===== config.mk =====
export PLATFORM = sky130hd
export DESIGN_NAME = accel_mailbox_if
export DESIGN_NICKNAME = d
export VERILOG_FILES = /design/src/rtl/accel_mailbox_if.sv
export SDC_FILE = /design/constraint.sdc
export NUM_CORES = 1
export LEC_CHECK = 0
export ABC_AREA = 1
export CORE_AREA = 2 2 535 537
export CTS_CLUSTER_DIAMETER = 50
export CTS_CLUSTER_SIZE = 12
export DETAILED_ROUTE_END_ITERATION = 8
export DIE_AREA = 0 0 537 539
export MAX_ROUTING_LAYER = met4
export PLACE_DENSITY_LB_ADDON = 0.08
export SLEW_MARGIN = 30
export SYNTH_ARGS = -nofsm -noshare
export SYNTH_HDL_FRONTEND = slang
export SYNTH_SLANG_ARGS = --single-unit

===== constraint.sdc =====
create_clock -name clk -period 5.6 [get_ports clk]
set_input_delay 1.12 -clock clk [delete_from_list [all_inputs] [get_ports clk]]
set_output_delay 1.12 -clock clk [all_outputs]
set_load 0.1 [all_outputs]

===== src/rtl/accel_mailbox_if.sv =====
// Purpose : accelerator-side mailbox; snoops CPU command writes, fetches a 512-bit block, runs the hash core, writes digest + status back.
// Latency : command edge N -> busy status write in N+1, core_start in N+4; core_done edge M -> digest M+1..M+8, status M+9, idle M+10.
// Backpress: none; memory port is fixed-latency, a go while busy is dropped and flagged in the overflow bit.
//
// Ports:
//   clk, rst_n                      clock, asynchronous active-low reset
//   cpu_wrt_en/cpu_addr/cpu_wrt_data snooped CPU data-memory write bus
//   accel_rd_data                   16 words at accel_addr, valid one cycle after the address
//   accel_addr/accel_wrt_data/accel_wrt_en  shared read/write port into CPU data memory
//   core_block/core_start           message block and one-cycle start pulse to the hash core
//   core_done/core_digest           hash core completion and 256-bit digest
module accel_mailbox_if #(
  parameter logic [15:0] CMD_ADDR    = 16'hFF00,
  parameter logic [15:0] STATUS_ADDR = 16'hFF01,
  parameter logic [15:0] RESULT_ADDR = 16'hFF10
) (
  input  logic         clk,
  input  logic         rst_n,
  input  logic         cpu_wrt_en,
  input  logic [15:0]  cpu_addr,
  input  logic [31:0]  cpu_wrt_data,
  input  logic [511:0] accel_rd_data,
  output logic [15:0]  accel_addr,
  output logic [31:0]  accel_wrt_data,
  output logic         accel_wrt_en,
  output logic [511:0] core_block,
  output logic         core_start,
  input  logic         core_done,
  input  logic [255:0] core_digest
);

  typedef enum logic [2:0] {
    S_IDLE,
    S_ACCEPT,
    S_FETCH,
    S_LATCH,
    S_START,
    S_WAIT,
    S_WRITE,
    S_STATUS
  } state_t;

  state_t         state_q, state_d;
  logic [15:0]    src_q, src_d;
  logic [255:0]   digest_q, digest_d;
  logic [511:0]   block_q, block_d;
  logic           ovf_q, ovf_d;
  logic [15:0]    job_cnt_q, job_cnt_d;
  logic [2:0]     idx_q, idx_d;

  logic           cmd_hit;
  logic           cmd_go;
  logic           cmd_clr;
  logic [15:0]    job_cnt_inc;
  logic [31:0]    dig_word;
  logic           unused_cmd_bits;

  // Command word: [0] go, [1] clear overflow, [31:16] source address.
  assign cmd_hit         = cpu_wrt_en && (cpu_addr == CMD_ADDR);
  assign cmd_go          = cmd_hit && cpu_wrt_data[0];
  assign cmd_clr         = cmd_hit && cpu_wrt_data[1];
  assign unused_cmd_bits = ^cpu_wrt_data[15:2];

  assign job_cnt_inc = job_cnt_q + 16'd1;
  assign core_block  = block_q;

  // Digest is streamed most-significant word first.
  always_comb begin
    dig_word = 32'd0;
    for (int k = 0; k < 8; k++) begin
      if (idx_q == 3'(k)) begin
        dig_word = digest_q[255-32*k -: 32];
      end
    end
  end

  // Next-state and datapath updates.
  always_comb begin
    state_d   = state_q;
    src_d     = src_q;
    digest_d  = digest_q;
    block_d   = block_q;
    job_cnt_d = job_cnt_q;
    idx_d     = idx_q;
    ovf_d     = ovf_q;

    case (state_q)
      S_IDLE: begin
        if (cmd_go) begin
          src_d   = cpu_wrt_data[31:16];
          state_d = S_ACCEPT;
        end
      end
      S_ACCEPT: state_d = S_FETCH;
      S_FETCH:  state_d = S_LATCH;
      S_LATCH: begin
        // Read data for the address presented in FETCH arrives in this cycle.
        block_d = accel_rd_data;
        state_d = S_START;
      end
      S_START:  state_d = S_WAIT;
      S_WAIT: begin
        if (core_done) begin
          digest_d = core_digest;
          idx_d    = 3'd0;
          state_d  = S_WRITE;
        end
      end
      S_WRITE: begin
        idx_d = idx_q + 3'd1;
        if (idx_q == 3'd7) begin
          state_d = S_STATUS;
        end
      end
      S_STATUS: begin
        job_cnt_d = job_cnt_inc;
        state_d   = S_IDLE;
      end
      default:  state_d = S_IDLE;
    endcase

    // A go that cannot be accepted sets overflow and beats a clear in the same write.
    if (cmd_go && (state_q != S_IDLE)) begin
      ovf_d = 1'b1;
    end else if (cmd_clr) begin
      ovf_d = 1'b0;
    end
  end

  // Moore outputs decoded from the registered state.
  always_comb begin
    accel_addr     = 16'd0;
    accel_wrt_data = 32'd0;
    accel_wrt_en   = 1'b0;
    core_start     = 1'b0;

    case (state_q)
      S_ACCEPT: begin
        accel_wrt_en   = 1'b1;
        accel_addr     = STATUS_ADDR;
        accel_wrt_data = {job_cnt_q, 13'd0, ovf_q, 1'b0, 1'b1};
      end
      S_FETCH, S_LATCH: begin
        accel_addr = src_q;
      end
      S_START: begin
        core_start = 1'b1;
      end
      S_WRITE: begin
        accel_wrt_en   = 1'b1;
        accel_addr     = RESULT_ADDR + {13'd0, idx_q};
        accel_wrt_data = dig_word;
      end
      S_STATUS: begin
        // Status carries the count that includes the job just finished.
        accel_wrt_en   = 1'b1;
        accel_addr     = STATUS_ADDR;
        accel_wrt_data = {job_cnt_inc, 13'd0, ovf_q, 1'b1, 1'b0};
      end
      default: begin
        accel_addr = 16'd0;
      end
    endcase
  end

  always_ff @(posedge clk or negedge rst_n) begin
    if (!rst_n) begin
      state_q   <= S_IDLE;
      src_q     <= 16'd0;
      digest_q  <= 256'd0;
      block_q   <= 512'd0;
      ovf_q     <= 1'b0;
      job_cnt_q <= 16'd0;
      idx_q     <= 3'd0;
    end else begin
      state_q   <= state_d;
      src_q     <= src_d;
      digest_q  <= digest_d;
      block_q   <= block_d;
      ovf_q     <= ovf_d;
      job_cnt_q <= job_cnt_d;
      idx_q     <= idx_d;
    end
  end

endmodule

After elaboration in Yosys (flattened, before gate mapping):

Index checks and enable logic that the tools add are counted.

* logic and storage cells: 64
* register bits: 807
* input bits: 820

* add/sub/neg operators: 3
* equality and inequality tests: 18
* reduce and logical (&&, ||, !) cells: 16
* multiplexer cells: 20

Operators with widths (count)
* 2-to-1 mux 32 bit: 8
* case mux 32 bit (3 select lines): 1
* case mux 16 bit (3 select lines): 1
* equality test 3 bit, second input constant: 8
* case mux 3 bit (8 select lines): 1
* adder 16 x 1 -> 16 bit, second input constant: 1
* equality test 16 bit, second input constant: 1
* equality test 3 x 2 -> 1 bit, second input constant: 4
* 2-to-1 mux 3 bit: 4
* adder 9 x 4 -> 10 bit, first input constant: 1
* equality test 3 x 1 -> 1 bit, second input constant: 2
* zero test 3 bit: 2
* inequality test 2 bit, second input constant: 3
* case mux 3 bit (2 select lines): 1
* AND reduction 2 bit: 3
* logical AND 1 bit: 4
* 2-to-1 mux 1 bit: 4
* nonzero test 2 bit: 2
* OR reduction 2 bit: 2
* adder 3 x 1 -> 3 bit, second input constant: 1
* AND reduction 3 bit: 1
* nonzero test 3 bit: 1
* OR reduction 3 bit: 1

Depth between registers and ports, before layout:

Gate-level depths: netlist of the first run.

* depth after elaboration: 10
* depth in mapped cells: 16

Least setup slack after synthesis of the first run:

No wires, ideal clock.

* kind: reg2out
* start point: reg idx_q[0]
* end point: out accel_wrt_data[14]
* slack: 1368 ps
* cell stages (with the launch flop): 14
* data required time: 4480 ps
* arrival: 3112 ps
* cell sequence: dfrtp_1 ha_1 ha_1 clkbuf_1 inv_1 clkbuf_1 o21ai_0 inv_1 nand2_1 nand2_1 o21ai_1 nand2_1 nand2_1 a21oi_1

* longest elaborated chain between the ends: 10

RTL lines
* start, declared: line 49 `logic [2:0] idx_q, idx_d;`
* start signal, assigned: line 182 `idx_q <= idx_d;`
* zero test 3 bit: line 71 `if (idx_q == 3'(k)) begin`
* 2-to-1 mux 32 bit (7 in series): line 71
* 2-to-1 mux 32 bit *: line 71
* case mux 32 bit (3 select lines) *: line 137 `case (state_q)`
* end, declared: line 24 `output logic [31:0] accel_wrt_data,`

Mark *: on every way between the ends. The rest lies on a longest branch, timed or not.

Worst setup path in the final report of the first run:

* start point: reg idx_q[2]
* end point: out accel_wrt_data[15]

The elaborated chain is that of the path after synthesis.

==> impl_metrics.json, run 1 <==
{
  "nNetsFinal": 6066,
  "crit_required_ps": 4480,
  "grt_pass1_wl_um": 326000,
  "ys_types": 39,
  "drt-initial-drc-count": 1728,
  "maxCapViolCount": 0,
  "antenna_left": 0,
  "cpMostUsedCell": "nand2_1",
  "yosys_warnings": 0,
  "fillers": 31500,
  "synth.largest_area_cell": "dfrtp_1",
  "fin_crit_ps": 5110,
  "fmax_mhz": 196,
  "rows": 196,
  "status": "completed",
  "muxShareOfSynthArea_pct": 8.18,
  "drc": 0,
  "critPathSlowestCell": "dfrtp_1",
  "synth_top_area_share_pct": 59.1,
  "root_buffer": "clkbuf_16",
  "hold_buffers": 0,
  "cts_buffers": 198,
  "hpwlAfterDp_um": 200000,
  "yosysSeqAreaShare_pct": 59.1,
  "synth_xor_xnor_area_share_pct": 0.0256,
  "cts_tree": "built",
  "rsz0062_at_grt": "no",
  "avgSynthCellArea_um2": 8.94,
  "fp.coreArea_um2": 284000,
  "area_growth_pct": 70.4,
  "synth_cells": 3820,
  "synth-adder-area-share_pct": 0.256,
  "post_cts_resized": 0,
  "post_cts_buffers": 0,
  "cpPeakStageDelay_ps": 700,
  "synth_fp_nets": 4647,
  "vias_per_cell": 3.48,
  "regToRegSetupSlack_ps": 2870,
  "crit_fanout": 30,
  "clk_pin_slew_ps": 50,
  "drive_gt1_share_pct": 15.0,
  "clock-sinks": 807,
  "dp_slack_ps": 1230,
  "synth_compound_area_share_pct": 2.21,
  "die_area_um2": 289000,
  "ys_top_cells_by_area": "dfrtp_1 (59%), nand2_1 (22%), mux2_1 (7.7%)",
  "grt_max_degree": 155,
  "maxSlewViolCount": 0,
  "clock_skew_ps": 48.9,
  "antenna_found_initial": 234,
  "portBuffers": 1367,
  "fp.dieH_um": 539,
  "end_kind": "output pin",
  "routedWlPerCell_um": 27.1,
  "critPathKind": "reg -> out",
  "fin_tns_setup_ps": 0,
  "arrival_ps": 3990,
  "synthFlopType": "dfrtp_1",
  "async_flop_share_pct": 100,
  "setup_viol": 0,
  "vias": 32200,
  "worstMarginPinSlew_ps": 1050,
  "drtPass1Iterations": 5,
  "hold_viol_final": 0,
  "synth_common_cells": "nand2_1 (1977), dfrtp_1 (807), mux2_1 (233)",
  "synth-edff-count": 0,
  "grt_use_total_pct": 17.4,
  "pin_count": 1382,
  "start_kind": "flip-flop",
  "overflow": 0,
  "synth-simple-area-share_pct": 25.2,
  "synth_area_um2": 34200,
  "reg2regPathDepth": 5,
  "max-clock-path-buffers": 4,
  "clk_latency_ps": 880,
  "htreeDepth": 4,
  "period_share_pct": 91.3,
  "path_cells": "inv_4, nand2_2, buf_4, o21ai_0, inv_1, nand2_1, nand2_1, o21ai_1, nand2_1, nand2_1, a21oi_1, buf_12",
  "grt_pass1_vias": 33000,
  "synth_most_common_cell": "nand2_1",
  "slew_headroom_pct": 29.6,
  "synth-seq-cells": 807,
  "wl_um": 251000,
  "gp_congestion": 0.948,
  "worstHoldPathType": "in -> async",
  "die_w_um": 537,
  "layout_setup_ws_ps": 489,
  "start_util_pct": 12.0,
  "r2r-end": "core_block[81]$_DFFE_PN0N_",
  "synth_top_family_by_area": "simple AND/OR/NAND/NOR gates",
  "r2r-start": "state_q[1]$_DFFE_PN0P_"
}
-- registers in the layout (all words and copies together), names as in the netlist --
signal      flops
state_q         3
digest_q      256
core_block    512
idx_q           3
job_cnt_q      16
src_q          16
ovf_q           1
-- critical path: cells and delay by family (launching register included) --
kind | cells | cell delay, ps
simple gates | 5 | 980
buf+inv | 4 | 910
flops | 1 | 700
compound gates | 3 | 540
-- cells in the final DEF (no fill, tap or decap), types with 3 or more instances in the layout --
master / n
clkdlybuf4s50_1: 991
nand2_1: 1975
nor2_1: 128
ha_1: 7
clkinv_16: 4
inv_2: 4
nor2_2: 4
buf_4: 145
clkinvlp_4: 19
nand3_1: 80
or2_2: 16
dfrtp_1: 807
diode_2: 85
buf_12: 46
clkbuf_1: 28
bufinv_16: 25
o22ai_1: 5
inv_1: 171
mux2_1: 233
nor3_1: 9
buf_16: 4
clkbuf_16: 201
nand4_1: 4
clkinv_2: 37
nand2_2: 3
o21ai_0: 84
a21oi_1: 33
o21ai_1: 20
mux2_2: 15
buf_2: 230
clkinv_4: 8
clkbuf_8: 34
-- layout make-up --
| cell class | count | area (um2) | share of cell area (%) |
|---|---|---|---|
| timing repair buffer | 1419 | 13200 | 22.7 |
| inverter | 179 | 684 | 1.18 |
| sequential | 807 | 20200 | 34.7 |
| clock buffer | 263 | 5600 | 9.62 |
| tap | 3762 | 4710 | 8.09 |
| clock inverter | 98 | 1340 | 2.31 |
| multi-input combinational | 2634 | 12300 | 21.1 |
| antenna | 85 | 213 | 0.365 |
-- metrics by stage --
| stage | cells | instance area [um2] | hold WS [ps] | util (%) |
|---|---|---|---|---|
| after floorplan | 3820 | 34200 | 453 | - |
| after global placement | 8797 | 52100 | 454 | 18.3 |
| after detailed placement | 8799 | 51100 | 453 | 18.0 |
| after CTS | 9160 | 58000 | 284 | 20.4 |
| after global routing | 9241 | 58200 | 168 | 20.5 |
| final | 9247 | 58200 | 199 | 20.5 |
-- cell families after synthesis --
group	count (synthesis)
mux	248
fa+ha+maj	7
simple gates	2231
xor+xnor	1
buf+inv	379
compound gates	147
flops	807
-- worst max-delay path by stage --
stage,from,end,slack (ps),cells after the start
after global placement,idx_q[1]$_DFFE_PN0P_,accel_wrt_data[16],1210,16
after global routing,idx_q[1]$_DFFE_PN0P_,accel_wrt_data[20],150,16
after floorplan,idx_q[0]$_DFFE_PN0P_,accel_wrt_data[14],1370,13
after CTS,idx_q[2]$_DFFE_PN0P_,accel_wrt_data[15],280,12
after detailed placement,idx_q[2]$_DFFE_PN0P_,accel_wrt_data[15],1230,12
final,idx_q[2]$_DFFE_PN0P_,accel_wrt_data[15],490,12
-- metal layers --
layer / part of all wire (%) / vias to the layer above / GRT usage [%]
met2: 48 / 1410 / 28.7
li1: - / 14900 / -
met5: 0 / - / -
met3: 8.8 / 533 / 6.34
met1: 40 / 15400 / 19.7
met4: 3.4 / 0 / 4.67
Power of run 1 is left out: the tool's default activity adds up to more than one toggle a clock period on the data nets, which glitch-free logic cannot reach.
==> inputs of run 2 (changes only) <==
Settings changed: GPL_ROUTABILITY_DRIVEN from default to 0.
==> run 2 against run 1 <==
Compared with the run above: non-clock buffer count fell by 3; worst setup slack worse by 160 ps; via count up 0.60%; die area unchanged; clock skew increased by 12 ps; critical endpoint is now accel_wrt_data[20].
==> impl_metrics.json, run 2 (synthesis gave the netlist of run 1 again) <==
{
  "status": "completed",
  "drt-initial-drc-count": 1997,
  "fmax_mhz": 190,
  "clock_skew_ps": 61.4,
  "clock-sinks": 807,
  "fin_tns_setup_ps": 0,
  "start_util_pct": 12.0,
  "arrival_ps": 4150,
  "hold_buffers": 0,
  "whs_ps": 252,
  "end_kind": "output pin",
  "nNetsFinal": 6067,
  "clk_pin_slew_ps": 50,
  "critPathKind": "reg -> out",
  "cts_tree": "built",
  "worstMarginPinSlew_ps": 1060,
  "final_cell_mix": "nand2_1 (1975), clkdlybuf4s50_1 (984), dfrtp_1 (807), buf_2 (240), mux2_1 (233)",
  "wl_um": 252000,
  "grt_pass1_wl_um": 327000,
  "vias": 32400,
  "hold_viol_final": 0,
  "wl_met3_um": 21700,
  "wl_met2_um": 120000,
  "start_kind": "flip-flop",
  "top_layer_used": "met4",
  "overflow": 0,
  "vias_per_cell": 3.50,
  "crit_required_ps": 4480,
  "rsz0062_at_grt": "no",
  "cpMostUsedCell": "nand2_1",
  "cts_buffers": 202,
  "grt_pass1_vias": 32700,
  "post_cts_buffers": 0,
  "routedWlPerCell_um": 27.2,
  "drive_gt1_share_pct": 15.2,
  "post_cts_resized": 0,
  "path_cells": "inv_1, ha_1, buf_4, inv_1, nor2_4, nand2_1, nand3_1, nand2_1, nand2_1, nand2_1, nand2_1, nand2_1, nand2_1, nand2_1, nand2_1, buf_12",
  "fin_crit_ps": 5270,
  "critPathSlowestCell": "nor2_4",
  "root_buffer": "clkbuf_16",
  "layout_commonest_cell": "nand2_1",
  "pin_count": 1382,
  "drtPass1Iterations": 5,
  "die_w_um": 537,
  "drc": 0,
  "worstHoldPathType": "in -> async",
  "cpPeakStageDelay_ps": 640,
  "clk_latency_ps": 880,
  "htreeDepth": 4,
  "crit_fanout": 25,
  "slew_headroom_pct": 29.2,
  "maxSlewViolCount": 0,
  "routedLengthMet1_um": 102000,
  "maxCapViolCount": 0,
  "antenna_found_initial": 219,
  "antenna_left": 0,
  "fp.dieH_um": 539,
  "area_growth_pct": 71.0,
  "fillers": 31400,
  "grt_use_total_pct": 17.4,
  "max-clock-path-buffers": 4,
  "rows": 196,
  "largest_register_ffs": 512,
  "setup_viol": 0,
  "fp.coreArea_um2": 284000,
  "die_area_um2": 289000,
  "portBuffers": 1367,
  "hpwlAfterDp_um": 201000,
  "period_share_pct": 94.2,
  "grt_max_degree": 145
}
-- run 2: metrics by stage --
stage	area (um2)	cells	setup slack, ps	util, %
after floorplan	34200	3820	1370	-
after global placement	52100	8797	1170	18.4
after detailed placement	51000	8797	1180	18.0
after CTS	58200	9166	201	20.5
after global routing	58400	9241	81.0	20.6
final	58400	9258	326	20.6
-- run 2: cell type report --
class                      count  area (um2)  area share (%)
clock inverter               101        1550            2.65
multi-input combinational   2634       12300            21.0
antenna                       91         228           0.390
tap                         3762        4710            8.06
clock buffer                 268        5690            9.75
inverter                     179         682            1.17
timing repair buffer        1416       13100            22.4
sequential                   807       20200            34.6
-- run 2: per-layer routing --
metal	vias to the layer above	global-route usage, %
li1	14900	-
met1	15500	20.1
met2	1411	28.8
met3	515	6.01
met4	0	4.23
met5	-	-
-- run 2: final timing paths --
check	start	end	slack, ps	depth (start not counted)
max	idx_q[1]$_DFFE_PN0P_	accel_wrt_data[20]	330	16
min	rst_n	core_block[177]$_DFFE_PN0N_	250	1
max reg2reg	state_q[1]$_DFFE_PN0P_	core_block[350]$_DFFE_PN0N_	2730	6
min reg2reg	core_block[176]$_DFFE_PN0N_	core_block[176]$_DFFE_PN0N_	460	2
max in group asynchronous	rst_n	core_block[91]$_DFFE_PN0N_	3930	2
min in group clk	core_block[176]$_DFFE_PN0N_	core_block[176]$_DFFE_PN0N_	460	2
-- run 2: worst max-delay path, delay by kind of cell (launching register included) --
kind / cells / cell delay (ps)
adders and majority gates: 1 / 160
and+or+nand+nor: 11 / 2120
buffers and inverters: 4 / 620
DFF: 1 / 390
Power of run 2 is left out for the same reason.
==> inputs of run 3 (changes only) <==
Settings changed: CELL_PAD_IN_SITES_DETAIL_PLACEMENT from default to 1, CELL_PAD_IN_SITES_GLOBAL_PLACEMENT from default to 1, CORE_AREA 2 2 535 537 to 2 2 543 545, DIE_AREA 0 0 537 539 to 0 0 545 547, PLACE_DENSITY from default to 0.47, PLACE_DENSITY_LB_ADDON 0.08 to default.
==> run 3 against run 2 <==
Compared with the run above: global-route usage is 2.9 points lower; non-clock buffer count is 5 higher; sequential share of layout area is 0.49 points higher; maximum frequency is 5.4% higher; flip-flop and latch count stayed put; worst setup slack better by 270 ps; wire length is 14% lower; design area is 1.4% lower; hold slack better by 42 ps; core utilization is 0.88 points lower; die area is 3.0% higher.
==> impl_metrics.json, run 3 (synthesis gave the netlist of run 1 again) <==
{
  "status": "completed",
  "drt-initial-drc-count": 1542,
  "wl_um": 217000,
  "fp.dieH_um": 547,
  "post_cts_buffers": 0,
  "htreeDepth": 4,
  "cpPeakStageDelay_ps": 520,
  "cts_buffers": 170,
  "placedCellCount": 8960,
  "portBuffers": 1367,
  "cts_tree": "built",
  "drc": 0,
  "crit_fanout": 27,
  "pin_count": 1382,
  "nNetsFinal": 6040,
  "die_area_um2": 298000,
  "worst-path-stages": 13,
  "start_kind": "flip-flop",
  "maxCapViolCount": 0,
  "vias_per_cell": 3.43,
  "r2r-start": "state_q[1]$_DFFE_PN0P_",
  "drive_gt1_share_pct": 13.7,
  "clock-sinks": 807,
  "clk_latency_ps": 830,
  "reg2regPathDepth": 8,
  "antenna_found_initial": 123,
  "end_kind": "output pin",
  "fin_crit_ps": 5010,
  "clk_pin_slew_ps": 60,
  "arrival_ps": 3890,
  "grt_max_degree": 152,
  "hold_buffers": 0,
  "rsz0062_at_grt": "no",
  "max-clock-path-buffers": 4,
  "grt_pass1_vias": 35000,
  "area_growth_pct": 68.6,
  "largest_register_ffs": 512,
  "r2r-end": "core_block[443]$_DFFE_PN0N_",
  "fin_tns_setup_ps": 0,
  "critical_path.startpoint": "idx_q[0]$_DFFE_PN0P_",
  "crit_required_ps": 4480,
  "start_util_pct": 11.7,
  "maxSlewViolCount": 0,
  "critPathSlowestCell": "nand2_2",
  "worstMarginPinSlew_ps": 1050,
  "period_share_pct": 89.4,
  "critPathKind": "reg -> out",
  "slew_headroom_pct": 29.8,
  "rows": 199,
  "regToRegSetupSlack_ps": 2710,
  "root_buffer": "clkbuf_16",
  "drtPass1Iterations": 5,
  "hpwlAfterDp_um": 174000,
  "worstHoldPathType": "in -> async",
  "layout_commonest_cell": "nand2_1",
  "routedWlPerCell_um": 23.1,
  "fmax_mhz": 200,
  "endpoint": "accel_wrt_data[4]",
  "vias": 32200,
  "die_w_um": 545,
  "cp_num_buf_inv": 4,
  "setup_viol": 0,
  "instances_no_fill": 9387,
  "antenna_left": 0,
  "final_cell_mix": "nand2_1 (1975), clkdlybuf4s50_1 (1037), dfrtp_1 (807), mux2_1 (233), buf_4 (218)",
  "fp.coreArea_um2": 293000,
  "post_cts_resized": 0,
  "cp_top_family": "buffers and inverters",
  "hold_viol_final": 0,
  "overflow": 0,
  "cpMostUsedCell": "nand2_1",
  "whs_ps": 295,
  "path_cells": "inv_1, ha_1, nand2_2, buf_4, o21ai_0, inv_1, nand2_1, nand2_1, o21ai_1, nand2_1, nand2_1, a21oi_1, buf_4",
  "grt_use_total_pct": 14.6,
  "grt_pass1_wl_um": 295000,
  "clock_skew_ps": 47.6
}
==> run 3: cell types whose count changed in the layout (fill, tap and decap cells not counted), sizes merged <==
| cell | change |
|---|---|
| buf | -47 |
| clkbuf | -65 |
| clkdlybuf4s50 | +53 |
| clkinvlp | +4 |
| diode | +31 |
| inv | +9 |
| bufinv | -7 |
| clkinv | -6 |
==> run 3: how the worst min path moves through the flow <==
stage	depth (start not counted)	end	slack, ps	startpoint
after CTS	1	digest_q[181]$_DFFE_PN0P_	270	rst_n
after global routing	1	digest_q[250]$_DFFE_PN0P_	300	rst_n
after floorplan	2	ovf_q$_DFFE_PN0P_	450	ovf_q$_DFFE_PN0P_
after detailed placement	2	core_block[334]$_DFFE_PN0N_	450	core_block[334]$_DFFE_PN0N_
after global placement	2	core_block[476]$_DFFE_PN0N_	450	core_block[476]$_DFFE_PN0N_
final	1	digest_q[250]$_DFFE_PN0P_	290	rst_n
==> run 3: final cells by class <==
| type | count | area (um2) |
|---|---|---|
| Fill cell | 34200 | 235000 |
| Sequential cell | 807 | 20200 |
| Timing Repair Buffer | 1421 | 13100 |
| Multi-Input combinational cell | 2634 | 12300 |
| Tap cell | 3919 | 4900 |
| Clock buffer | 204 | 4670 |
| Clock inverter | 101 | 1440 |
| Inverter | 179 | 682 |
| Antenna cell | 122 | 305 |
==> run 3: worst reg2reg max path: cells and delay by family (launching register included) <==
kind	cells	cell delay, ps
buffers and inverters	4	1420
and+or+nand+nor	4	930
DFF	1	470
==> run 3: metal layers <==
metal / track usage [%] / part of all wire (%) / vias to the layer above
met3: 5.42 / 9.0 / 267
met1: 15.4 / 38 / 15900
met5: - / 0 / -
li1: - / - / 14900
met2: 25.0 / 50 / 1135
met4: 4.60 / 3.3 / 0
==> run 3: per-stage QoR <==
stage,instance area [um2],util (%),worst slack [ps]
after CTS,57300,19.6,383
after global placement,51800,17.7,1230
final,57600,19.7,595
after floorplan,34200,-,1370
after global routing,57600,19.7,306
after detailed placement,51200,17.5,1300
Power of run 3 is left out for the same reason.
